File: src/rtl/pipe_stage_reg.sv
// Pipeline stage register between two CPU stages.
// Supports stall (hold), bubble insertion (flush) and exception redirect (req).
module pipe_stage_reg #(
    parameter int unsigned PAYLOAD_W = 32,
    parameter bit          TNEW_DEC  = 1'b1,
    parameter logic [31:0] PC_RST    = 32'h0000_3000,
    parameter logic [31:0] EXC_PC    = 32'h0000_4180
) (
    input  logic                 clk,
    input  logic                 reset,
    input  logic                 en,
    input  logic                 flush,
    input  logic                 req,
    input  logic [31:0]          i_pc,
    input  logic                 i_regwe,
    input  logic [4:0]           i_A3,
    input  logic [1:0]           i_Tnew,
    input  logic [4:0]           i_rtad,
    input  logic                 i_bd,
    input  logic [4:0]           i_exccode,
    input  logic                 i_valid,
    input  logic [PAYLOAD_W-1:0] i_payload,
    output logic [31:0]          o_pc,
    output logic                 o_regwe,
    output logic [4:0]           o_A3,
    output logic [1:0]           o_Tnew,
    output logic [4:0]           o_rtad,
    output logic                 o_bd,
    output logic [4:0]           o_exccode,
    output logic                 o_valid,
    output logic [PAYLOAD_W-1:0] o_payload
);

    logic [31:0]          pc_q, pc_d;
    logic                 regwe_q, regwe_d;
    logic [4:0]           a3_q, a3_d;
    logic [1:0]           tnew_q, tnew_d;
    logic [4:0]           rtad_q, rtad_d;
    logic                 bd_q, bd_d;
    logic [4:0]           exccode_q, exccode_d;
    logic                 valid_q, valid_d;
    logic [PAYLOAD_W-1:0] payload_q, payload_d;

    // Tnew as captured on a load; saturates at zero and collapses to zero for bubbles.
    logic [1:0] tnew_load;

    always_comb begin
        tnew_load = i_Tnew;
        if (!i_valid) begin
            tnew_load = 2'd0;
        end else if (TNEW_DEC && (i_Tnew != 2'd0)) begin
            tnew_load = i_Tnew - 2'd1;
        end
    end

    always_comb begin
        pc_d      = pc_q;
        regwe_d   = regwe_q;
        a3_d      = a3_q;
        tnew_d    = tnew_q;
        rtad_d    = rtad_q;
        bd_d      = bd_q;
        exccode_d = exccode_q;
        valid_d   = valid_q;
        payload_d = payload_q;

        if (req) begin
            pc_d      = EXC_PC;
            regwe_d   = 1'b0;
            a3_d      = '0;
            tnew_d    = '0;
            rtad_d    = '0;
            bd_d      = 1'b0;
            exccode_d = '0;
            valid_d   = 1'b0;
            payload_d = '0;
        end else if (flush) begin
            // pc/bd survive the bubble so a later exception can report the right EPC.
            pc_d      = i_pc;
            regwe_d   = 1'b0;
            a3_d      = '0;
            tnew_d    = '0;
            rtad_d    = '0;
            bd_d      = i_bd;
            exccode_d = '0;
            valid_d   = 1'b0;
            payload_d = '0;
        end else if (en) begin
            pc_d      = i_pc;
            regwe_d   = i_regwe && i_valid && (i_exccode == 5'd0);
            a3_d      = i_A3;
            tnew_d    = tnew_load;
            rtad_d    = i_rtad;
            bd_d      = i_bd;
            exccode_d = i_exccode;
            valid_d   = i_valid;
            payload_d = i_payload;
        end
    end

    always_ff @(posedge clk) begin
        if (reset) begin
            pc_q      <= PC_RST;
            regwe_q   <= 1'b0;
            a3_q      <= '0;
            tnew_q    <= '0;
            rtad_q    <= '0;
            bd_q      <= 1'b0;
            exccode_q <= '0;
            valid_q   <= 1'b0;
            payload_q <= '0;
        end else begin
            pc_q      <= pc_d;
            regwe_q   <= regwe_d;
            a3_q      <= a3_d;
            tnew_q    <= tnew_d;
            rtad_q    <= rtad_d;
            bd_q      <= bd_d;
            exccode_q <= exccode_d;
            valid_q   <= valid_d;
            payload_q <= payload_d;
        end
    end

    assign o_pc      = pc_q;
    assign o_regwe   = regwe_q;
    assign o_A3      = a3_q;
    assign o_Tnew    = tnew_q;
    assign o_rtad    = rtad_q;
    assign o_bd      = bd_q;
    assign o_exccode = exccode_q;
    assign o_valid   = valid_q;
    assign o_payload = payload_q;

endmodule

File: config.mk
export PLATFORM = sky130hd
export DESIGN_NAME = pipe_stage_reg
export DESIGN_NICKNAME = d
export VERILOG_FILES = /design/src/rtl/pipe_stage_reg.sv
export SDC_FILE = /design/constraint.sdc
export NUM_CORES = 1
export LEC_CHECK = 0
export BUFFER_PORTS_ARGS = -buffer_cell sky130_fd_sc_hd__buf_2
export CORE_MARGIN = 2
export CORE_UTILIZATION = 40
export CTS_CLUSTER_DIAMETER = 60
export DETAILED_ROUTE_END_ITERATION = 10
export PLACE_DENSITY = 0.74
export RECOVER_POWER = 25
export SKIP_LAST_GASP = 1
export SYNTH_ARGS = -nofsm -noshare
export SYNTH_HDL_FRONTEND = slang
export SYNTH_SLANG_ARGS = --single-unit
File: constraint.sdc
create_clock -name clk -period 1.3 [get_ports clk]
set_input_delay 0.065 -clock clk [delete_from_list [all_inputs] [get_ports clk]]
set_output_delay 0.065 -clock clk [all_outputs]
set_load 0.02 [all_outputs]
Word-level counts from Yosys, hierarchy flattened

Index checks and enable logic that the tools add are counted.

Register bits after elaboration: 84
Input bits: 89
Output and inout bits: 84
Word-level logic and storage cells: 26

Add/subtract/negate cells: 1
Multiplexer cells: 7
Reductions and logical operators: 8

Operators by type and width:

| cell                                                               | count |
|---|---|
| 32-bit two-way mux                                                 | 2 |
| 15-bit two-way mux                                                 | 1 |
| 5-bit logical NOT                                                  | 1 |
| 2-bit two-way mux                                                  | 2 |
| 2-bit nonzero test                                                 | 2 |
| 3-bit nonzero test                                                 | 1 |
| 3-bit OR reduction                                                 | 1 |
| 1-bit logical AND                                                  | 2 |
| 1-bit two-way mux                                                  | 2 |
| 2-bit OR reduction                                                 | 1 |
| 2-bit by 1-bit subtractor with 2-bit output, second input constant | 1 |

Logic depth before layout (Yosys ltp)

Depth after elaboration: 3
Depth in mapped cells: 5
Depth with buffers taken out: 3

Worst setup path after synthesis

Ideal clock, no wire load.

Path type: input -> register
From: in flush
To: reg tnew_q[0], in the netlist o_Tnew[0]
Setup time: 66 ps
Data arrival time: 811 ps
Required time: 1234 ps
Path slack: 423 ps
Stages: 4
Path buffers: 2
Cells stage by stage: or3_1 > buf_2 > buf_6 > a21oi_2

Longest elaborated chain between the ends: 1

Ends and longest elaborated chain:

| what                         | RTL line | source |
|---|---|---|
| start: declaration           | 12       | `input logic flush,` |
| 3-bit OR reduction (no line) | n/a      |  |
| end signal: assignment       | 116      | `tnew_q <= tnew_d;` |
| end: declaration             | 37       | `logic [1:0] tnew_q, tnew_d;` |

No other way between the ends.
A chain may end at the register's enable or synchronous reset.

Worst setup path after layout

From: in reset
To: reg pc_q[12], in the netlist o_pc[12]

RTL lines:

| what                   | RTL line | source |
|---|---|---|
| start: declaration     | 10       | `input logic reset,` |
| end signal: assignment | 113      | `pc_q <= pc_d;` |
| end: declaration       | 34       | `logic [31:0] pc_q, pc_d;` |

No word-level cell between the ends.

==> impl_summary.md <==
Outcome
The flow ran to the end, and the final reports show no timing, DRC or antenna violations.

GRT
For this run, the total global-route usage over all layers was measured as 22.8%. The final global-route overflow total is 0. The number of global-route vias before repair is 3154.

The first global-routing pass estimated 15.3 mm of wire. The initial antenna violation count is 0. The largest net degree at the start of global routing is 55.

Job
Across the run, the number of max-cap violations was 0.

Detailed routing
For this block, the initial DRC count from the detailed router was 71. Dividing the detail-routed via count by the number of cells gives 4.76. After detailed routing, the average wire length per cell comes to 14.6 um.

The post-route DRC violation count is 0. For this block, the via count after detailed routing is 3186. The iteration count of the initial detailed-routing pass is 4. The wire length reported by the detailed router is 9.76 mm. The remaining number of nets flagged by the antenna check after routing is 0.

Cells and area
In the layout the commonest cells are 134 x sky130_fd_sc_hd__buf_2, 84 x sky130_fd_sc_hd__dfxtp_1, 83 x sky130_fd_sc_hd__dlygate4sd3_1, 62 x sky130_fd_sc_hd__nand2_1, 50 x sky130_fd_sc_hd__mux2i_1. At the end of the flow the core is filled with cells to 68.4%. The design area is 0.00498 mm2.

The number of antenna diodes in the final layout is 0. The area growth from synthesis to layout is 64.4%. The non-filler instance count after layout is 670. The filler cells instantiated in the layout total 599. The ratio of cells with drive above 1 in the final layout is 29.8%. The net count of the finished layout is 655. Leaving out fill and tap cells, the most frequent cell in the layout is sky130_fd_sc_hd__buf_2.

STA
The max-slew headroom at the worst pin is 74.5%. The number of pins with negative max-slew slack in the final report is 0. The aggregate negative setup slack is 0 ps. The maximum operating frequency is 0.797 GHz. For the pin with the worst max-slew slack, the measured transition is 383 ps. The number of hold-slack violations in the final timing report is 0. The final setup violation count is 0. The clock period could shrink to 1250 ps. Setup repair after global routing left no endpoint under its margin. The final critical path takes up 96.5% of the cycle.

Clock skew on the completed layout was measured at 0 ps.

Die
Measured along the x axis, the die boundary spans 91.1 um. The floorplan has 31 rows. The full die area is 0.00829 mm2.

In this run the count of I/O pins placed on the die edge is 173. The height of the die is 91.1 um. The starting density of the core is 41.6%. The core region is 0.00729 mm2.

Pwr
The leakage power is 0.00234 uW. The part of the power in combinational logic is 15.3%. The power per cell area is 1090 mW/mm2.

Per report_power, the clock group accounts for 35.4% of the total. The internal power of the cells totals 4030 uW. The post-layout total power is 5440 uW. The register share of total power is 49.3%. The analysis attributes to net switching a power of 1410 uW.

In this run switching power makes up 25.8% of total power. The worst vdd rail ir drop is 800 uV.

Synthesis
The count of different cell masters after synthesis is 19. The register area share after synthesis is 55.5%. The flip-flop and latch count after synthesis is 84. The adder-cell share of the synthesized area is 0%. After Yosys synthesis, and, or, nand and nor cells account for 16.8% of the synthesized area. By area, the combinational part of the netlist is dominated by simple AND/OR/NAND/NOR gates. When the netlist entered floorplanning its net count stood at 404. The average size of a mapped cell is 9.62 um2.

After synthesis the cells add up to 0.00303 mm2. The total number of yosys warnings is 0. The count of mapped cells out of synthesis is 315. The share of synthesized area spent on multiplexers is 16.5%. Summing the areas of all compound-gate instances in the mapped netlist gives 6.48% of the synthesized area.

Of the total synthesized cell area, the portion taken by XOR and XNOR cells is 0%.

Clock network
The number of buffers created by CTS is 9. The count of clock tree sinks is 84. TritonCTS built the clock tree. The clock-pin transition on the worst setup and hold timing paths is 90 ps. No sink is reached through more buffers than the 2 on the longest clock path. In this run the post-CTS setup repair buffer count came out at 0. The later pin in the worst-skew pair is clocked with a latency of 340 ps.

The number of H-tree levels is 3. The cell sitting at the root of the clock tree is a sky130_fd_sc_hd__clkbuf_8.

Worst setup path
The launching element type of the critical path is a primary input. Data on the critical path is required at its endpoint by 1530 ps. The most frequent cell on the critical path is sky130_fd_sc_hd__dlygate4sd3_1.

The signal on the critical path passes through dlygate4sd3_1 > buf_2 > o21bai_1 > dlygate4sd3_1. The endpoint type of the worst setup path is a flop. The setup path with the least slack is of type primary input to flop.

The worst reg2reg path depth is 3. The end of the critical path is o_pc[12]. The largest single stage delay on the critical path is 560 ps. Data arrives at the worst endpoint at 1490 ps. The flop-to-flop setup slack is 140 ps.

The cell at the slowest stage of the critical path is sky130_fd_sc_hd__dlygate4sd3_1. The largest fanout of any net on the critical path is 7. In this run the worst setup path begins at reset. The endpoint identified for the worst register-to-register timing path is o_pc[12]. The launching point of the worst reg2reg path is o_pc[12].

Place
The congestion estimate from routability-driven global placement came to 0.749. The placed instance area is 0.00396 mm2. Including well taps, the total number of placed cells is 570. The final HPWL from detailed placement is 5.38 mm.

The count of input and output buffers is 172.

Hold path
The path class of the tightest hold or removal check is primary input to flop.
[cell usage after synthesis]
library cell               instances  share of area [%]
sky130_fd_sc_hd__or3_1             1               0.21
sky130_fd_sc_hd__nand2b_1          3               0.62
sky130_fd_sc_hd__nor4b_1           1               0.29
sky130_fd_sc_hd__a31oi_1           3               0.62
sky130_fd_sc_hd__nand4b_1          1               0.29
sky130_fd_sc_hd__inv_1             1               0.12
sky130_fd_sc_hd__dfxtp_1          84                 55
sky130_fd_sc_hd__nor2_2            9                1.9
sky130_fd_sc_hd__mux2i_1          50                 17
sky130_fd_sc_hd__or2_1             2               0.41
sky130_fd_sc_hd__clkbuf_1          2               0.25
sky130_fd_sc_hd__buf_6             5                1.9
sky130_fd_sc_hd__nand2_1          62                7.7
sky130_fd_sc_hd__a21oi_1          29                4.8
sky130_fd_sc_hd__nand4_1           2               0.41
sky130_fd_sc_hd__nor2_1           41                5.1
sky130_fd_sc_hd__o21bai_1          2               0.50
sky130_fd_sc_hd__a21oi_2           2               0.58
sky130_fd_sc_hd__buf_2            15                2.5
[logic make-up (layout without fill, tap and decap cells)]
kind of cell	after synthesis	after routing
multiplexers	50	50
AND/OR/NAND/NOR	122	122
flip-flops	84	84
buffers and inverters	23	279
AO/OA/AOI/OAI	36	36
[flip-flops by register name, summed over array words and instances (netlist names)]
register	cells
o_A3	5
o_Tnew	2
o_exccode	5
o_valid	1
o_rtad	5
o_regwe	1
o_bd	1
o_payload	32
o_pc	32
[metal layers]
layer / up-vias / global-route usage, % / wire length (um)
li1: 1533 / - / -
met1: 1469 / 26.5 / 4020
met2: 162 / 40.4 / 4780
met3: 22 / 5.48 / 702
met4: 0 / 8.21 / 245
met5: - / 0 / 0
[metrics by stage]
step | hold WS [ps] | worst slack [ps]
floorplan | 134 | 423
global placement | 297 | 211
CTS | 5.93 | 15.4
detailed placement | 309 | 171
global route | 20.0 | 4.93
finish | 17.3 | 45.0
[how the worst min path moves through the flow]
stage                  startpoint             to  slack (ps)  depth (start not counted)
finish                  i_Tnew[0]      o_Tnew[0]          20                          3
detailed placement  i_payload[30]  o_payload[30]         310                          3
CTS                     i_Tnew[0]      o_Tnew[0]           6                          3
floorplan                   reset       o_pc[14]         130                          1
global route            i_Tnew[0]      o_Tnew[0]          20                          3
global placement            reset        o_pc[7]         300                          2
[power by group through the flow]
stage | registers [uW] | logic [uW] | clock network, uW
6_report | 2680 | 829 | 1930
5_1_grt | 2690 | 893 | 2080
4_1_cts | 2680 | 806 | 1970
3_5_place_dp | 2740 | 613 | 0
3_3_place_gp | 2740 | 602 | 0
2_1_floorplan | 2830 | 262 | 0
[critical path, delay by kind of cell]
kind / cells / cell delay (ps)
buf+inv: 3 / 1270
compound gates: 1 / 150
[area by class of cell]
| cell class | instances | area [um2] | share of cell area [%] |
|---|---|---|---|
| inverters | 1 | 3.75 | 0.0753 |
| multi-input cells | 208 | 1210 | 24.4 |
| well taps | 99 | 124 | 2.48 |
| flip-flops and latches | 84 | 1680 | 33.7 |
| repair buffers | 262 | 1750 | 35.1 |
| clock inverters | 6 | 71.3 | 1.43 |
| clock buffers | 10 | 138 | 2.76 |
[timing repair]
item                                   CTS  global route
resized for setup                        0             2
endpoints found under the hold margin   80             0
setup endpoints to repair                0            51
hold buffers                            83             0
(Power assumes the default switching activity.)
